**config.mk**
```make
export PLATFORM = sky130hd
export DESIGN_NAME = booth_mult_seq_flat
export DESIGN_NICKNAME = d
export VERILOG_FILES = /design/src/rtl/booth_mult_if.sv /design/src/rtl/booth_mult_seq.sv /design/src/flat_wrapper.sv
export SDC_FILE = /design/constraint.sdc
export NUM_CORES = 1
export LEC_CHECK = 0
export CORE_AREA = 2 2 81 83
export CTS_CLUSTER_SIZE = 16
export DETAILED_ROUTE_END_ITERATION = 6
export DIE_AREA = 0 0 83 85
export PLACE_DENSITY_LB_ADDON = 0.12
export SYNTH_ARGS = -nofsm -noshare
export SYNTH_HDL_FRONTEND = slang
export SYNTH_SLANG_ARGS = --single-unit
export TNS_END_PERCENT = 10
```
**constraint.sdc**
```tcl
create_clock -name clk -period 6.3 [get_ports clk]
set_input_delay 1.26 -clock clk [delete_from_list [all_inputs] [get_ports clk]]
set_output_delay 1.26 -clock clk [all_outputs]
set_load 0.01 [all_outputs]
```
**src/rtl/booth_mult_if.sv**
```systemverilog
// booth_mult_if: operand/result handshake bundle for the sequential Booth multiplier
interface booth_mult_if #(parameter int WIDTH = 8);
  logic start;
  logic in_ready;
  logic [WIDTH-1:0] a;
  logic [WIDTH-1:0] b;
  logic out_valid;
  logic out_ready;
  logic [2*WIDTH-1:0] product;
  logic busy;
  modport master(output start, a, b, out_ready, input in_ready, out_valid, product, busy);
  modport slave(input start, a, b, out_ready, output in_ready, out_valid, product, busy);
endinterface

```
**src/rtl/booth_mult_seq.sv**
```systemverilog
// booth_mult_seq: radix-4 Booth multiplier sequencer driving an external booth_encoder; BOOTH_EARLY_TERM_EN enables early termination
module booth_mult_seq #(parameter int WIDTH = 8) (
  input logic clk,
  input logic rst,
  booth_mult_if.slave bus,
  output logic [WIDTH-1:0] enc_x,
  output logic [2:0] enc_operand,
  input logic [2*WIDTH-1:0] enc_pp
);
  localparam int STEPS = WIDTH / 2;
  localparam int CW = (STEPS > 1) ? $clog2(STEPS) : 1;
  typedef enum logic [1:0] {IDLE, CALC, DONE} state_t;
  state_t state;
  logic [WIDTH-1:0] xa;
  logic [WIDTH-1:0] mb;
  logic [2*WIDTH-1:0] acc;
  logic [CW-1:0] cnt;
  logic last;
  assign bus.in_ready = state == IDLE;
  assign bus.out_valid = state == DONE;
  assign bus.busy = state != IDLE;
  assign bus.product = acc;
  assign enc_x = xa;
  // triplet k is bits {2k+1, 2k, 2k-1} of the multiplier with an implicit zero below bit 0
  assign enc_operand = state == CALC ? 3'({mb, 1'b0} >> {cnt, 1'b0}) : 3'b000;
`ifdef BOOTH_EARLY_TERM_EN
  logic signed [WIDTH-1:0] rem;
  // remaining multiplier bits all equal means every later Booth digit is zero
  assign rem = $signed(mb) >>> {cnt, 1'b1};
  assign last = rem == '0 || rem == '1;
`else
  assign last = cnt == CW'(STEPS - 1);
`endif
  always_ff @(posedge clk) begin
    if (rst) begin
      state <= IDLE;
      acc <= '0;
      cnt <= '0;
      xa <= '0;
      mb <= '0;
    end else if (state == IDLE) begin
      if (bus.start) begin
        state <= CALC;
        xa <= bus.a;
        mb <= bus.b;
        acc <= '0;
        cnt <= '0;
      end
    end else if (state == CALC) begin
      acc <= acc + (enc_pp << {cnt, 1'b0});
      cnt <= last ? cnt : cnt + 1'b1;
      state <= last ? DONE : CALC;
    end else if (bus.out_ready) begin
      state <= IDLE;
    end
  end
endmodule

```
**src/flat_wrapper.sv**
```systemverilog
// flat-port wrapper written by rule: the top's interface ports become plain ports
module booth_mult_seq_flat 
#(parameter int WIDTH = 8)
  (clk, rst, enc_x, enc_operand, enc_pp, bus_start, bus_a, bus_b, bus_out_ready, bus_in_ready, bus_out_valid, bus_product, bus_busy);
  booth_mult_if #(.WIDTH(WIDTH)) bus_i ();
  input logic clk;
  input logic rst;
  output logic [WIDTH-1:0] enc_x;
  output logic [2:0] enc_operand;
  input logic [2*WIDTH-1:0] enc_pp;
  input wire logic [$bits(bus_i.start)-1:0] bus_start;
  input wire logic [$bits(bus_i.a)-1:0] bus_a;
  input wire logic [$bits(bus_i.b)-1:0] bus_b;
  input wire logic [$bits(bus_i.out_ready)-1:0] bus_out_ready;
  output wire logic [$bits(bus_i.in_ready)-1:0] bus_in_ready;
  output wire logic [$bits(bus_i.out_valid)-1:0] bus_out_valid;
  output wire logic [$bits(bus_i.product)-1:0] bus_product;
  output wire logic [$bits(bus_i.busy)-1:0] bus_busy;
  assign bus_i.start = bus_start;
  assign bus_i.a = bus_a;
  assign bus_i.b = bus_b;
  assign bus_i.out_ready = bus_out_ready;
  assign bus_in_ready = bus_i.in_ready;
  assign bus_out_valid = bus_i.out_valid;
  assign bus_product = bus_i.product;
  assign bus_busy = bus_i.busy;
  booth_mult_seq #(.WIDTH(WIDTH)) u_core (.clk(clk), .rst(rst), .bus(bus_i), .enc_x(enc_x), .enc_operand(enc_operand), .enc_pp(enc_pp));
endmodule
```
==> results.sh <==
export IMPL_max_slew_margin_pct=42.5
export IMPL_holdWs_ns=0.453
export IMPL_hp_class="flip-flop to flip-flop"
export IMPL_drt_iter0_drc=71
export IMPL_grt_max_degree=28
export IMPL_synth_most_common_cell="nand2_1"
export IMPL_synth_async_sr_flop_share_pct=0
export IMPL_place_congestion=0.899
export IMPL_cp_arrival_ns=3.99
export IMPL_place_ws_ns=2.21
export IMPL_start_kind="input pin"
export IMPL_cts_hold_buf=0
export IMPL_synth_common_cells="53 x nand2_1, 36 x a21oi_1, 36 x dfxtp_1, 30 x nor2_1, 16 x ha_1"
export IMPL_fin_setup_tns_ns=0
export IMPL_p_leak_nw=1.31
export IMPL_area_growth_synth_to_final_pct=33.5
export IMPL_cts_buffer_depth=2
export IMPL_synth_cell_types=48
export IMPL_n_antenna_cell=0
export IMPL_postCtsSetupBuffers=0
export IMPL_seq_area_um2=721
export IMPL_synth_top_family_by_area="compound AO/OA/AOI/OAI gates"
export IMPL_core_um2=6200
export IMPL_clk_latency_ns=0.30
export IMPL_synth_fa_ha_area_share_pct=9.05
export IMPL_drt_vias_per_instance=5.33
export IMPL_power_density_nw_per_um2=211
export IMPL_dieArea_um2=7060
export IMPL_ant_nets=0
export IMPL_ys_flop_type="dfxtp_1"
export IMPL_required_ns=6.49
export IMPL_period_minus_slack_ns=3.80
export IMPL_timing_fmax_ghz=0.263
export IMPL_finalHoldViolCount=0
export IMPL_drv_slew=0
export IMPL_synthSimpleGateAreaFrac_pct=20.7
export IMPL_yosysTopAreaCell="dfxtp_1"
export IMPL_vias=2358
export IMPL_post_synth_top_area_fraction_pct=29.6
export IMPL_finalNetCount=417
export IMPL_reg2regPathDepth=11
export IMPL_grt_first_pass_wirelength_um=10700
export IMPL_rsz0062_at_grt="false"
export IMPL_post_cts_resized=0
export IMPL_hold_depth=2
export IMPL_row_count=29
export IMPL_syn_cell_area_um2=2430
export IMPL_grt_usage_pct=18.7
export IMPL_min_period_over_period_pct=60.3
export IMPL_drive_gt1_share_pct=6.03
export IMPL_synth_avg_cell_area_um2=7.97
export IMPL_outcome="finished, final reports clean"
export IMPL_synthMuxAreaShare_pct=11.1
export IMPL_yosys_warnings=0
export IMPL_initial_core_util_pct=39.2
export IMPL_finalSetupViolations=0
export IMPL_die_h_um=85
export IMPL_wl_um=6270
export IMPL_power_mw=0.684
export IMPL_synth_area_top_cells="dfxtp_1 30%, ha_1 8.2%, nand2_1 8.2%"
export IMPL_cts_root_buf="clkbuf_8"
export IMPL_drc=0
export IMPL_ctsHtreeMaxLevel=2
export IMPL_dpl_hpwl_um=4760
export IMPL_syn_inst=305
export IMPL_synth_edf_count=0
export IMPL_crit_type="input pin to flip-flop"
export IMPL_synth_compound_area_share_pct=23.4
export IMPL_fill_cells=584
export IMPL_path_clk_slew_ns=0.08
export IMPL_avgRoutedWirePerCell_um=14.2
export IMPL_synth_xor_area_share_pct=2.52
export IMPL_antenna_found_initial=0
export IMPL_seq_area_frac_synth_pct=29.6
export IMPL_crit_path_end_kind="flip-flop"
export IMPL_cap_violations=0
export IMPL_tightestPinTransition_ns=0.860
export IMPL_clock_skew_ns=0.00697
export IMPL_peakVddDrop_v=0.000149
export IMPL_die_w_um=83
export IMPL_ios=66
export IMPL_multi_input_area_um2=1620
export IMPL_setup_ws_ns=2.50
export IMPL_syn_nets=358
export IMPL_grt_pass1_vias=2235
export IMPL_grt_ovfl_total=0
export IMPL_cts_buffers=5
export IMPL_cts_tree="yes"
export IMPL_cts_sinks=36
export IMPL_ys_ff_latch=36
export IMPL_first_pass_iters=4
export IMPL_io_buffers=65
export IMPL_cp_max_fo=7
critical path, cell delays in order:
cell	delay, ns
clkdlybuf4s50_1	0.45
nor2b_1	0.15
a211oi_1	0.26
a21oi_1	0.07
ha_1	0.37
a21o_1	0.22
a31o_2	0.23
o21bai_1	0.23
a21oi_1	0.13
or3_1	0.36
a32o_1	0.25
worst paths after layout:
| check | slack, ns | endpoint | startpoint |
|---|---|---|---|
| min | 0.45 | u_core.enc_x[3] | u_core.enc_x[3] |
| max reg2reg | 3.07 | u_core.bus.product[14] | u_core.cnt[0] |
| min reg2reg | 0.45 | u_core.enc_x[3] | u_core.enc_x[3] |
| max | 2.50 | u_core.bus.product[13] | enc_pp[6] |
per-stage QoR:
stage,std cells,instance area [µm²],util [%]
5_1_grt,442,3250,52.3
4_1_cts,442,3250,52.3
3_3_place_gp,434,3140,50.6
2_1_floorplan,305,2430,-
3_5_place_dp,434,3140,50.6
6_report,442,3250,52.3
power breakdown:
part	internal [mW]	total (mW)	leakage, nW	switching [mW]
combinational	0.109	0.218	0.961	0.109
sequential	0.244	0.258	0.295	0.0143
clock	0.118	0.208	0.0552	0.0905
logic make-up after synthesis:
logic type	count (synthesis)
buf+inv	23
simple gates	114
compound gates	89
mux	19
xor+xnor	7
flops	36
fa+ha+maj	17
placed cells by master, fill, tap and decap left out, drive strengths merged, types with 3 or more instances in the layout:
cell	instances
a21oi	37
mux4	6
a22oi	7
nand2	53
inv	7
mux2	3
mux2i	10
a32o	3
and2	4
buf	3
nor2	30
ha	16
o21bai	4
dfxtp	36
a211oi	4
nor2b	9
clkbuf	6
xnor2	5
o21ai	16
a21o	4
clkdlybuf4s50	65
nor3	3
or3	4
final cells by class:
| type | instances | area share [%] |
|---|---|---|
| clock buffer | 6 | 2.24 |
| clock inverter | 2 | 1.08 |
| inverter | 7 | 0.809 |
| multi-input combinational | 246 | 50.0 |
| sequential | 36 | 22.2 |
| tap | 77 | 2.97 |
| timing repair buffer | 68 | 20.7 |
registers in the layout, indices dropped and copies added (netlist names):
| name | flops |
|---|---|
| u_core.mb | 8 |
| u_core.state | 2 |
| u_core.cnt | 2 |
| u_core.enc_x | 8 |
| u_core.bus.product | 16 |
layer usage:
metal | vias up | share of wire [%] | global-route usage (%)
met5 | - | 0 | 0
met4 | 0 | 1.3 | 6.41
met3 | 8 | 7.4 | 5.64
met2 | 64 | 48 | 31.7
met1 | 1086 | 43 | 22.8
li1 | 1200 | - | -
(Power assumes the default switching activity.)
